--- src/rtl/uart_frame_assembler_pkg.sv ---
// Shared types for the UART host-load frame path: parser states and error codes.
package uart_frame_pkg;

  typedef enum logic [1:0] {
    IDLE    = 2'd0,
    LEN     = 2'd1,
    PAYLOAD = 2'd2,
    CHECK   = 2'd3
  } state_e;

  typedef enum logic [1:0] {
    ERR_NONE    = 2'd0,
    ERR_CSUM    = 2'd1,
    ERR_TIMEOUT = 2'd2,
    ERR_LEN     = 2'd3
  } err_code_e;

  localparam logic [7:0] DEFAULT_HEADER_BYTE = 8'hA5;

endpackage

--- src/rtl/uart_frame_assembler_timeout.sv ---
// Inter-byte idle watchdog: counts enabled cycles since the last clear and flags expiry.
module byte_timeout_counter #(
  parameter int unsigned TIMEOUT_CYCLES = 100_000
) (
  input  logic clk_in,
  input  logic rst_in,
  input  logic clear_in,
  input  logic enable_in,
  output logic expired_out
);

  localparam int CNT_W = (TIMEOUT_CYCLES > 1) ? $clog2(TIMEOUT_CYCLES) : 1;
  localparam logic [CNT_W-1:0] LAST_CNT = CNT_W'(TIMEOUT_CYCLES - 1);

  logic [CNT_W-1:0] count_q;
  logic [CNT_W-1:0] count_d;

  // A clear in the expiry cycle wins, so a byte arriving right at the limit is never lost.
  assign expired_out = enable_in && !clear_in && (count_q == LAST_CNT);

  always_comb begin
    count_d = count_q;
    if (clear_in || !enable_in) begin
      count_d = '0;
    end else if (count_q != LAST_CNT) begin
      count_d = count_q + CNT_W'(1);
    end
  end

  always_ff @(posedge clk_in) begin
    if (!rst_in) begin
      count_q <= '0;
    end else begin
      count_q <= count_d;
    end
  end

endmodule

--- src/rtl/uart_frame_assembler.sv ---
// Parses A5/len/payload/xor-checksum frames from uart_receive into addressed 32-bit words.
module uart_frame_assembler
  import uart_frame_pkg::*;
#(
  parameter logic [7:0]  HEADER_BYTE    = DEFAULT_HEADER_BYTE,
  parameter int unsigned MAX_WORDS      = 64,
  parameter int unsigned TIMEOUT_CYCLES = 100_000,
  parameter int unsigned ADDR_WIDTH     = $clog2(MAX_WORDS)
) (
  input  logic                  clk_in,
  input  logic                  rst_in,
  input  logic                  byte_valid_in,
  input  logic [7:0]            byte_in,
  output logic [31:0]           word_out,
  output logic                  word_valid_out,
  output logic [ADDR_WIDTH-1:0] word_addr_out,
  output logic [7:0]            frame_len_out,
  output logic                  frame_done_out,
  output logic                  frame_err_out,
  output logic [1:0]            err_code_out,
  output logic                  busy_out
);

  state_e                state_q, state_d;
  err_code_e             err_code_q, err_code_d;
  logic [1:0]            byte_cnt_q, byte_cnt_d;
  logic [ADDR_WIDTH-1:0] word_idx_q, word_idx_d;
  logic [7:0]            checksum_q, checksum_d;
  logic [23:0]           word_acc_q, word_acc_d;
  logic [7:0]            frame_len_q, frame_len_d;
  logic [31:0]           word_out_q, word_out_d;
  logic [ADDR_WIDTH-1:0] word_addr_q, word_addr_d;
  logic                  word_valid_q, word_valid_d;
  logic                  frame_done_q, frame_done_d;
  logic                  frame_err_q, frame_err_d;
  logic                  busy_q, busy_d;
  logic                  timeout_expired;
  logic                  len_bad;
  logic                  last_word;

  byte_timeout_counter #(
    .TIMEOUT_CYCLES(TIMEOUT_CYCLES)
  ) u_timeout (
    .clk_in     (clk_in),
    .rst_in     (rst_in),
    .clear_in   (byte_valid_in),
    .enable_in  (state_q != IDLE),
    .expired_out(timeout_expired)
  );

  assign len_bad   = (byte_in == 8'd0) || (32'(byte_in) > MAX_WORDS);
  assign last_word = (32'(word_idx_q) + 32'd1) == 32'(frame_len_q);

  always_comb begin
    state_d      = state_q;
    err_code_d   = err_code_q;
    byte_cnt_d   = byte_cnt_q;
    word_idx_d   = word_idx_q;
    checksum_d   = checksum_q;
    word_acc_d   = word_acc_q;
    frame_len_d  = frame_len_q;
    word_out_d   = word_out_q;
    word_addr_d  = word_addr_q;
    word_valid_d = 1'b0;
    frame_done_d = 1'b0;
    frame_err_d  = 1'b0;

    unique case (state_q)
      IDLE: begin
        if (byte_valid_in && byte_in == HEADER_BYTE) begin
          state_d    = LEN;
          err_code_d = ERR_NONE;
          checksum_d = 8'd0;
        end
      end
      LEN: begin
        if (byte_valid_in) begin
          if (len_bad) begin
            frame_err_d = 1'b1;
            err_code_d  = ERR_LEN;
            state_d     = IDLE;
          end else begin
            frame_len_d = byte_in;
            byte_cnt_d  = 2'd0;
            word_idx_d  = '0;
            state_d     = PAYLOAD;
          end
        end
      end
      PAYLOAD: begin
        if (byte_valid_in) begin
          checksum_d = checksum_q ^ byte_in;
          byte_cnt_d = byte_cnt_q + 2'd1;
          unique case (byte_cnt_q)
            2'd0: word_acc_d[7:0]   = byte_in;
            2'd1: word_acc_d[15:8]  = byte_in;
            2'd2: word_acc_d[23:16] = byte_in;
            default: begin
              // Words are released before the checksum; the consumer commits on frame_done.
              word_out_d   = {byte_in, word_acc_q};
              word_addr_d  = word_idx_q;
              word_valid_d = 1'b1;
              word_idx_d   = word_idx_q + ADDR_WIDTH'(1);
              if (last_word) begin
                state_d = CHECK;
              end
            end
          endcase
        end
      end
      CHECK: begin
        if (byte_valid_in) begin
          if (byte_in == checksum_q) begin
            frame_done_d = 1'b1;
          end else begin
            frame_err_d = 1'b1;
            err_code_d  = ERR_CSUM;
          end
          state_d = IDLE;
        end
      end
      default: state_d = IDLE;
    endcase

    if (timeout_expired) begin
      frame_err_d = 1'b1;
      err_code_d  = ERR_TIMEOUT;
      state_d     = IDLE;
    end

    busy_d = (state_d != IDLE);
  end

  always_ff @(posedge clk_in) begin
    if (!rst_in) begin
      state_q      <= IDLE;
      err_code_q   <= ERR_NONE;
      byte_cnt_q   <= 2'd0;
      word_idx_q   <= '0;
      checksum_q   <= 8'd0;
      word_acc_q   <= 24'd0;
      frame_len_q  <= 8'd0;
      word_out_q   <= 32'd0;
      word_addr_q  <= '0;
      word_valid_q <= 1'b0;
      frame_done_q <= 1'b0;
      frame_err_q  <= 1'b0;
      busy_q       <= 1'b0;
    end else begin
      state_q      <= state_d;
      err_code_q   <= err_code_d;
      byte_cnt_q   <= byte_cnt_d;
      word_idx_q   <= word_idx_d;
      checksum_q   <= checksum_d;
      word_acc_q   <= word_acc_d;
      frame_len_q  <= frame_len_d;
      word_out_q   <= word_out_d;
      word_addr_q  <= word_addr_d;
      word_valid_q <= word_valid_d;
      frame_done_q <= frame_done_d;
      frame_err_q  <= frame_err_d;
      busy_q       <= busy_d;
    end
  end

  assign word_out       = word_out_q;
  assign word_valid_out = word_valid_q;
  assign word_addr_out  = word_addr_q;
  assign frame_len_out  = frame_len_q;
  assign frame_done_out = frame_done_q;
  assign frame_err_out  = frame_err_q;
  assign err_code_out   = err_code_q;
  assign busy_out       = busy_q;

endmodule

--- config.mk ---
export PLATFORM = sky130hd
export DESIGN_NAME = uart_frame_assembler
export DESIGN_NICKNAME = d
export VERILOG_FILES = /design/src/rtl/uart_frame_assembler_pkg.sv /design/src/rtl/uart_frame_assembler_timeout.sv /design/src/rtl/uart_frame_assembler.sv
export SDC_FILE = /design/constraint.sdc
export NUM_CORES = 1
export LEC_CHECK = 0
export CORE_MARGIN = 4
export CORE_UTILIZATION = 40
export CTS_CLUSTER_DIAMETER = 120
export CTS_CLUSTER_SIZE = 28
export DETAILED_ROUTE_END_ITERATION = 7
export PLACE_DENSITY = 0.7
export SYNTH_ARGS = -nofsm -noshare
export SYNTH_HDL_FRONTEND = slang
export SYNTH_SLANG_ARGS = --single-unit
--- constraint.sdc ---
create_clock -name clk_in -period 3.05 [get_ports clk_in]
set_input_delay 0.61 -clock clk_in [delete_from_list [all_inputs] [get_ports clk_in]]
set_output_delay 0.61 -clock clk_in [all_outputs]
set_load 0.005 [all_outputs]
==> impl_results.md, run 1 <==
- Status: completed
- Final worst-path cycle share: 0.819
- Finish-stage setup viols: 0
- Core ar.: 12600 sq um
- Synth Area in Simple Gates: 0.251
- Clock Tree Root: clkbuf_16
- Top-count cell post-synth: nand2_1
- Setup Fix Bufs, Post-CTS: 0
- Setup CP Type: in2reg
- Clock Skew: 0.0119 ns
- Initial Util: 0.408
- First-pass GRT wire length: 20.3 mm
- Syn_nets: 624
- P_leak: 2.09 nW
- Inserted Diodes: 0
- RSZ-0062 raised after global routing: false
- Area grow syn2layout: 20.2%
- Vias/cell: 5.32
- WP data required: 3.32 ns
- Antenna violations before repair: 0
- Final hold violations: 0
- Power Density: 527 nW/um^2
- Mapped Area: 5150 sq um
- Hold path endpoint: word_out[11]
- CTS max path bufs: 2
- FMAX: 400 MHz
- Area leader, netlist: dfxtp_1
- Crit start category: primary input
- Filler cells: 1231
- Top post-synthesis cells by area: dfxtp_1, a21boi_0, nand2_1
- Die Ht: 121 microns
- Count of cell types in the netlist: 54
- Number of routed nets with antenna violations: 0
- Hold WC Path Type: reg2reg
- CTS H-Tree Depth: 3
- Post-synth EDFFs: 0
- Worst Tran Pin Value: 0.767 ns
- Max-Cap Viols: 0
- Worst Setup End Kind: register
- Hold Startpoint: word_out[11]
- Net count, final: 666
- Number of global-route vias before repair: 4166
- Most used DFF post-synth: dfxtp_1
- Largest family of logic cells by synthesized area: simple AND/OR/NAND/NOR gates
- Top cells by count, synth: nand2_1, dfxtp_1, a21boi_0
- Total Routed Length: 12.5 mm
- Clock Pin Slew Worst Setup and Hold Paths: 0.07 ns
- Total grt overflow: 0
- Detailed placement HPWL: 8.52 mm
- Final setup TNS: 0 ns
- WP data arrival: 2.76 ns
- Routability cong.: 0.836
- Syn_area_per_cell: 8.54 sq um
- Crit path max fanout: 10
- WL per Instance: 15.2 microns
- Xor/xnor share of the synthesized area: 0.0425
- Vias: 4372
- # DRC: 0
- Yosys top cell area share: 0.432
- Largest net degree at the start of global routing: 94
- Final max-slew violation count: 0
- R2r endpoint: u_timeout.count_q[7]
- Post-CTS sizing: 0
- Asr flop ratio synth: 0
- Hold Path Depth: 2
- Layout cells sized above 1: 0.0615
- Post-synthesis sequential area ratio: 0.432
- Origin of the critical flop-to-flop path: u_timeout.count_q[0]
- Syn Inst Count: 603
- Reg2reg setup slack: 0.77 ns
- Total global-route track usage: 0.171
- Die area: 14700 sq um
- Num ports: 63
- CTS Buf Count: 9
- Pre-antenna DRT Iters: 4
- PortBufs: 62
- TritonCTS clock tree: yes
- Pre-CTS WS: 0.290 ns
- Post-Synth Adder-Cell Area: 0.0243
- DRT iter0 DRCs: 333
- Die width: 121 microns
- Mux contribution to synthesized area: 0.0156
- Clk_lat worst skew: 0.35 ns
- Peak supply drop: 0.388 mV
- Hold buffer count at cts: 0
- CTS Sinks: 111
- Synthesis Warnings: 0
- Final WS setup: 0.551 ns
- Minimum clock period after layout: 2.50 ns
- Synthesis-stage register bit count: 111
- Slew headroom: 0.488
- Reg2Reg Depth: 6
- Post-synthesis compound-gate area fraction: 0.193
- Row cnt: 41
flip-flops by register name, summed over array words and instances (netlist names):
register           flops
word_out              32
word_acc_q            24
u_timeout.count_q     17
checksum_q             8
frame_len_out          8
word_addr_out          6
word_idx_q             6
byte_cnt_q             2
err_code_out           2
state_q                2
busy_out               1
frame_done_out         1
frame_err_out          1
word_valid_out         1
power by group:
group,internal (mW),total (mW),switching (mW)
Sequential,1.49,1.53,0.0373
Combinational,0.227,0.575,0.348
Clock,0.632,1.16,0.530
Total,2.35,3.26,0.916
cell usage in the layout, fill, tap and decap left out, drive strengths merged, types with 3 or more instances in the layout:
cell type,instances
nand2,118
inv,11
dfxtp,111
a21boi,76
and2,4
xnor2,10
mux2i,8
nor3,10
clkbuf,12
nand3,38
buf,13
a21oi,8
nor2b,12
or4,4
nor2,30
clkdlybuf4s50,61
o21ai,19
o21a,5
or3,5
nand3b,9
xor2,15
o31ai,5
nand4,9
nor4,6
and3,5
and4b,3
a211oi,5
ha,10
worst max-delay path, cell delays in order:
cell and delay [ns]:
clkdlybuf4s50_1 0.76, nand4_1 0.25, o31ai_4 0.41, and3_1 0.41, nand3b_1 0.12, a21boi_0 0.20
metal layers:
layer,up-vias,global-route usage,wire length [microns]
li1,2175,-,-
met1,2061,0.213,5400
met2,118,0.296,6070
met3,18,0.0364,759
met4,0,0.0539,254
met5,-,0,0
worst max path at each step:
stage                    endpoint  cells past startpoint  slack, ns          start
finish              checksum_q[5]                      6       0.55  byte_valid_in
global route        checksum_q[5]                      6       0.45  byte_valid_in
CTS                 checksum_q[5]                      7       0.63     byte_in[2]
detailed placement  word_idx_q[2]                      6       0.29     byte_in[1]
global placement    word_idx_q[2]                      6       0.31     byte_in[4]
floorplan           word_idx_q[2]                      7       0.66     byte_in[1]
logic make-up after synthesis:
family,after synthesis
compound gates,135
xor+xnor,25
fa+ha+maj,10
buf+inv,52
flops,111
mux,8
simple gates,262
cell type report:
class / count / area [sq um] / share of cell area
Multi-Input combinational cell: 440 / 2710 / 0.438
Sequential cell: 111 / 2220 / 0.359
Timing Repair Buffer: 74 / 706 / 0.114
Clock buffer: 12 / 267 / 0.0431
Tap cell: 172 / 215 / 0.0348
Clock inverter: 4 / 36.3 / 0.00586
Inverter: 9 / 33.8 / 0.00546
per-stage QoR:
stage | power [mW] | cells | hold WS, ns | utilization | instance area [sq um]
6_report | 3.26 | 822 | 0.463 | 0.490 | 6190
3_5_place_dp | 2.12 | 806 | 0.458 | 0.466 | 5890
2_1_floorplan | 1.96 | 603 | 0.441 | - | 5150
5_1_grt | 3.42 | 822 | 0.487 | 0.490 | 6190
3_3_place_gp | 2.10 | 806 | 0.454 | 0.466 | 5890
4_1_cts | 3.28 | 822 | 0.468 | 0.490 | 6190
(Power assumes the default switching activity.)
==> inputs of run 2 (changes only) <==
--- a/config.mk
+++ b/config.mk
@@ -10,7 +10,7 @@
 export CTS_CLUSTER_DIAMETER = 120
 export CTS_CLUSTER_SIZE = 28
 export DETAILED_ROUTE_END_ITERATION = 7
-export PLACE_DENSITY = 0.7
+export PLACE_DENSITY = 0.72
 export SYNTH_ARGS = -nofsm -noshare
 export SYNTH_HDL_FRONTEND = slang
 export SYNTH_SLANG_ARGS = --single-unit
==> constraint.sdc (replaced) <==
create_clock -name clk_in -period 2.02 [get_ports clk_in]
set_input_delay 0.404 -clock clk_in [delete_from_list [all_inputs] [get_ports clk_in]]
set_output_delay 0.404 -clock clk_in [all_outputs]
set_load 0.005 [all_outputs]
==> run 2 against run 1 <==
Effect of this change:
- setup slack worse by 0.45 ns
- sequential power is 51% higher
- non-clock buffer count is 25 higher
- sequential cell count stayed put
- worst hold slack worse by 0.068 ns
==> impl_results.md, run 2 (synthesis results as in run 1) <==
- Status: completed
- Power Density: 792 nW/um^2 (+50%)
- Setup CP Type: in2reg
- Die width: 121 microns (unchanged)
- Die Ht: 121 microns (unchanged)
- Fin Hold WS: 0.395 ns (-0.0680 ns)
- Pwr Total: 5.09 mW (+56%)
- Total global-route track usage: 0.174 (+0.00260)
- Vias/cell: 5.18 (-2.6%)
- Commonest non-fill, non-tap cells in the layout: nand2_1, dfxtp_1, a21boi_0
- Num ports: 63 (unchanged)
- Antenna violations before repair: 0 (unchanged)
- Peak supply drop: 0.330 mV (-15%)
- Utilization of the core after routing: 0.510 (+0.0195)
- WP data required: 2.27 ns (-1.05 ns)
- Number of global-route vias before repair: 4204 (+0.91%)
- Area after DPL: 6110 sq um (+3.8%)
- Final setup TNS: 0 ns (unchanged)
- Final Cell Area: 6430 sq um (+4.0%)
- Max Used Layer: met4
- Critical-path cell list: dlygate4sd2_1, or3_4, o2111a_2, o31a_4, and4b_1, o21a_1
- Clk_lat worst skew: 0.36 ns (about the same)
- Commonest non-fill, non-tap cell in the layout: nand2_1
- Area grow syn2layout: 25.0%
- TritonCTS clock tree: yes
- Clock Tree Root: clkbuf_16
- Crit start category: primary input
- Hold WC Path Type: in2reg
- Number of routed nets with antenna violations: 0 (unchanged)
- Wl on met1: 5.51 mm (+1.9%)
- Hold buffer count at cts: 0 (unchanged)
- Routed wl met2: 6.14 mm (+1.1%)
- CP peak stage delay: 0.46 ns (-0.30 ns)
- Layout cells sized above 1: 0.107 (+0.0453)
- Final worst-path cycle share: 0.952
- Total grt overflow: 0 (unchanged)
- Initial Util: 0.408 (unchanged)
- Total Routed Length: 12.4 mm (-0.44%)
- # DRC: 0 (unchanged)
- Clock Skew: 0.00908 ns (-0.00283 ns)
- WP data arrival: 2.17 ns (-0.59 ns)
- WL per Instance: 14.7 microns (-3.3%)
- Slew headroom: 0.700 (+0.212)
- Clock Pin Slew Worst Setup and Hold Paths: 0.07 ns (about the same)
- Inserted Diodes: 0 (unchanged)
- CTS H-Tree Depth: 3 (unchanged)
- CTS Sinks: 111 (unchanged)
- Pre-antenna DRT Iters: 6 (+2)
- First-pass GRT wire length: 20.5 mm (+1.3%)
- Max-Cap Viols: 0 (unchanged)
- Max reg flops: 32 (unchanged)
- Final max-slew violation count: 0 (unchanged)
- FMAX: 520 MHz
- Minimum clock period after layout: 1.92 ns
- P_leak: 2.26 nW (+7.9%)
- Largest net degree at the start of global routing: 86 (-8.5%)
- Worst Tran Pin Value: 0.450 ns (-0.318 ns)
- Finish-stage setup viols: 0 (unchanged)
- Row cnt: 41 (unchanged)
- Detailed placement HPWL: 8.81 mm (+3.4%)
- Origin of the critical flop-to-flop path: state_q[1]
- Net count, final: 691 (+3.8%)
- DRT iter0 DRCs: 331 (-0.60%)
- Critical path's slowest cell: or3_4
- Vias: 4382 (+0.23%)
- Final hold violations: 0 (unchanged)
- PortBufs: 62 (unchanged)
- CTS Buf Count: 9 (unchanged)
- Die area: 14700 sq um (unchanged)
- CTS max path bufs: 2 (unchanged)
- Hold Startpoint: rst_in
- Crit path max fanout: 7 (-3)
- Worst Setup End Kind: register
- Critical Path Start: byte_in[4]
- Routability cong.: 0.876 (+4.8%)
- Routed met3 length: 608 microns (-20%)
- Core ar.: 12600 sq um (unchanged)
-- run 2: per-stage QoR --
| stage | cells | setup WS, ns |
|---|---|---|
| global placement | 831 | -0.406 |
| CTS | 846 | 0.0121 |
| detailed placement | 831 | -0.435 |
| global route | 846 | -0.0000695 |
| finish | 846 | 0.0969 |
| floorplan | 603 | -0.0503 |
-- run 2: timing repair --
action,in CTS,in global routing
pin swaps,3,1
buffers inserted,0,0
resized for setup,8,9
endpoints found under the hold margin,0,0
gates cloned,0,0
endpoints found under the setup margin,14,37
-- run 2: cell type report --
cell class	count	area, sq um
fillers	1226	6180
multi-input cells	440	2720
flip-flops and latches	111	2230
repair buffers	99	928
clock buffers	11	253
well taps	172	215
clock inverters	4	55.1
inverters	9	33.8
-- run 2: worst paths after layout --
path	to	slack (ns)	depth (start not counted)
worst max-delay path	word_idx_q[2]	0.1	6
worst min-delay path	frame_len_out[1]	0.39	2
worst min register to register	word_out[22]	0.46	2
worst max register to register	busy_out	0.11	7
-- run 2: layer usage --
layer	global-route usage	up-vias
met1	0.216	2051
met4	0.0665	0
met3	0.0289	14
met5	0	-
li1	-	2217
met2	0.301	100
-- run 2: worst max-delay path, delay by kind of cell --
family | cells | cell delay (ns)
compound gates | 3 | 0.85
simple gates | 2 | 0.66
buf+inv | 1 | 0.26
-- run 2: power by group --
part	switching [mW]	total [mW]	internal [mW]	leakage, nW
sequential	0.0565	2.31	2.25	0.896
combinational	0.549	0.971	0.421	1.22
clock	0.789	1.82	1.03	0.148
==> inputs of run 3 (changes only) <==
==> constraint.sdc (replaced) <==
create_clock -name clk_in -period 1.75 [get_ports clk_in]
set_input_delay 0.35 -clock clk_in [delete_from_list [all_inputs] [get_ports clk_in]]
set_output_delay 0.35 -clock clk_in [all_outputs]
set_load 0.005 [all_outputs]
==> run 3 against run 2 <==
Effect of this change:
- combinational power up 51%
- routed wire length up 6.4%
- largest power group unchanged
- sequential cell count is the same
- first-iteration DRC count shrank 13%
- global-route usage increased by 0.90 points
- worst hold slack worse by 0.077 ns
- die area unchanged
- core utilization up 4.0 points
- non-clock buffer count is 38 higher
==> impl_results.md, run 3 (synthesis results as in run 1) <==
- Minimum clock period after layout: 1.74 ns
- Largest net degree at the start of global routing: 57 (-34%)
- Antenna violations before repair: 1 (+1)
- Worst Tran Pin Value: 0.444 ns (-0.00553 ns)
- First-pass GRT wire length: 21.8 mm (+6.3%)
- Area grow syn2layout: 34.8%
- Crit path max fanout: 4 (-3)
- CTS Sinks: 111 (unchanged)
- NetSw: 1.72 mW (+24%)
- WP data required: 1.99 ns (-0.28 ns)
- Number of global-route vias before repair: 4482 (+6.6%)
- P_leak: 2.49 nW (+10%)
- TritonCTS clock tree: yes
- Slew headroom: 0.704 (+0.00401)
- CTS Buf Count: 9 (unchanged)
- WP data arrival: 1.98 ns (-0.19 ns)
- Routability cong.: 0.902 (+3.0%)
- Pre-antenna DRT Iters: 4 (-2)
- Clock power frac: 0.348 (-0.008)
- Final max-slew violation count: 0 (unchanged)
- Area of the multi-input gates: 2910 sq um (+6.9%)
- Die Ht: 121 microns (unchanged)
- Layout cells sized above 1: 0.208 (+0.101)
- Power Density: 914 nW/um^2 (+16%)
- Die width: 121 microns (unchanged)
- Pwr Total: 6.35 mW (+25%)
- Setup CP Type: reg2reg
- Core ar.: 12600 sq um (unchanged)
- Max reg flops: 32 (unchanged)
- Final Cell Area: 6940 sq um (+7.8%)
- Final hold violations: 0 (unchanged)
- Combinational share of power: 0.232 (+0.041)
- Commonest non-fill, non-tap cell in the layout: nand2_1
- PortBufs: 62 (unchanged)
- Vias: 4555 (+3.9%)
- Die area: 14700 sq um (unchanged)
- Peak supply drop: 0.490 mV (+48%)
- Critical-path cell list: inv_2, ha_4, o21ba_4, a211o_1, o32a_1, nor3_2, nor3_2
- Total Routed Length: 13.2 mm (+6.4%)
- Final worst-path cycle share: 0.995
- CTS H-Tree Depth: 3 (unchanged)
- Clock Pin Slew Worst Setup and Hold Paths: 0.07 ns (about the same)
- Filler cells: 1188 (-3.1%)
- Register area: 2230 sq um (+0.28%)
- Initial Util: 0.408 (unchanged)
- WL per Instance: 14.9 microns (+1.7%)
- Max-Cap Viols: 0 (unchanged)
- Sequential share of power: 0.420 (-0.033)
- # DRC: 0 (unchanged)
- CP peak stage delay: 0.36 ns (-0.10 ns)
- Switch share: 0.272 (-0.00198)
- Number of routed nets with antenna violations: 0 (unchanged)
- Vias/cell: 5.15 (-0.63%)
- Area after DPL: 6360 sq um (+4.1%)
- Commonest non-fill, non-tap cells in the layout: nand2_1, dfxtp_1, buf_4
- Row cnt: 41 (unchanged)
- Status: completed
- Utilization of the core after routing: 0.550 (+0.0400)
- Crit start category: register
- Hold WC Path Type: in2reg
- Net count, final: 729 (+5.5%)
- Crit-path leading delay family: compound AO/OA/AOI/OAI gates
- RSZ-0062 raised after global routing: true
- Finish-stage setup viols: 0 (unchanged)
- Critical path's slowest cell: dfxtp_2
- Inserted Diodes: 0 (unchanged)
- Worst Setup End Kind: register
- Clk_lat worst skew: 0.35 ns (about the same)
- Most used cell, CP: nor3_2
- DRT iter0 DRCs: 288 (-13%)
- CTS max path bufs: 2 (unchanged)
- Clock Tree Root: clkbuf_16
- Detailed placement HPWL: 9.52 mm (+8.0%)
- Clock Skew: 0.00621 ns (-0.00287 ns)
- Crit path buffers/inverters: 1 (unchanged)
- Total global-route track usage: 0.183 (+0.00902)
- Int Power: 4.62 mW (+25%)
- Total grt overflow: 0 (unchanged)
- Pre-CTS WS: -0.613 ns (-0.177 ns)
- FMAX: 575 MHz
- Num ports: 63 (unchanged)
- Final WS setup: 0.00943 ns (-0.0874 ns)
[run 3: cell count changes in the layout (fill, tap and decap cells not counted), moves of 6 or more]
cell | previous run | this run
buf_4 | 34 | 66
a21boi_1 | 0 | 11
a21boi_0 | 76 | 63
buf_6 | 0 | 6
[run 3: worst min-delay path, delay by kind of cell]
family	cells	cell delay, ns
buffers and inverters	1	0.13
and+or+nand+nor	2	0.14
[run 3: metrics by stage]
| stage | hold WS [ns] | TNS [ns] | std cells |
|---|---|---|---|
| finish | 0.318 | 0 | 885 |
| global route | 0.339 | -0.102 | 885 |
| CTS | 0.339 | -0.0415 | 882 |
| detailed placement | 0.456 | -32.97 | 860 |
| global placement | 0.453 | -31.47 | 860 |
| floorplan | 0.441 | -3.40 | 603 |
[run 3: power by group through the flow]
stage	Clock [mW]	Combinational, mW	Sequential, mW
after floorplan	0	0.738	2.70
after global placement	0	1.21	2.71
after detailed placement	0	1.23	2.71
after CTS	2.25	1.33	2.66
after global routing	2.35	1.61	2.67
final	2.21	1.47	2.67
[run 3: repair_timing]
item / CTS / global route
gates resized for setup: 37 / 37
pin swaps: 10 / 27
hold buffers: 0 / 0
endpoints found under the setup margin: 37 / 59
buffers inserted: 7 / 3
[run 3: cell type report]
| class | count | share of cell area |
|---|---|---|
| multi-input cells | 440 | 0.420 |
| inverters | 9 | 0.00487 |
| flip-flops and latches | 111 | 0.322 |
| clock inverters | 5 | 0.0117 |
| well taps | 172 | 0.0310 |
| repair buffers | 137 | 0.176 |
| clock buffers | 11 | 0.0350 |
[run 3: final timing paths]
kind / startpoint / endpoint / slack, ns / cells after the start
worst max-delay path: state_q[1] / busy_out / 0.009 / 7
worst min-delay path: rst_in / busy_out / 0.32 / 3
worst max register to register: state_q[1] / busy_out / 0.009 / 7
worst min register to register: word_addr_out[3] / word_addr_out[3] / 0.47 / 2
[run 3: layer usage]
metal  global-route usage  share of wire  vias up
met5                    0        0.00053        -
met4               0.0637          0.018        2
met3               0.0438          0.054       21
met2                0.312           0.50       95
met1                0.226           0.43     2145
li1                     -              -     2292
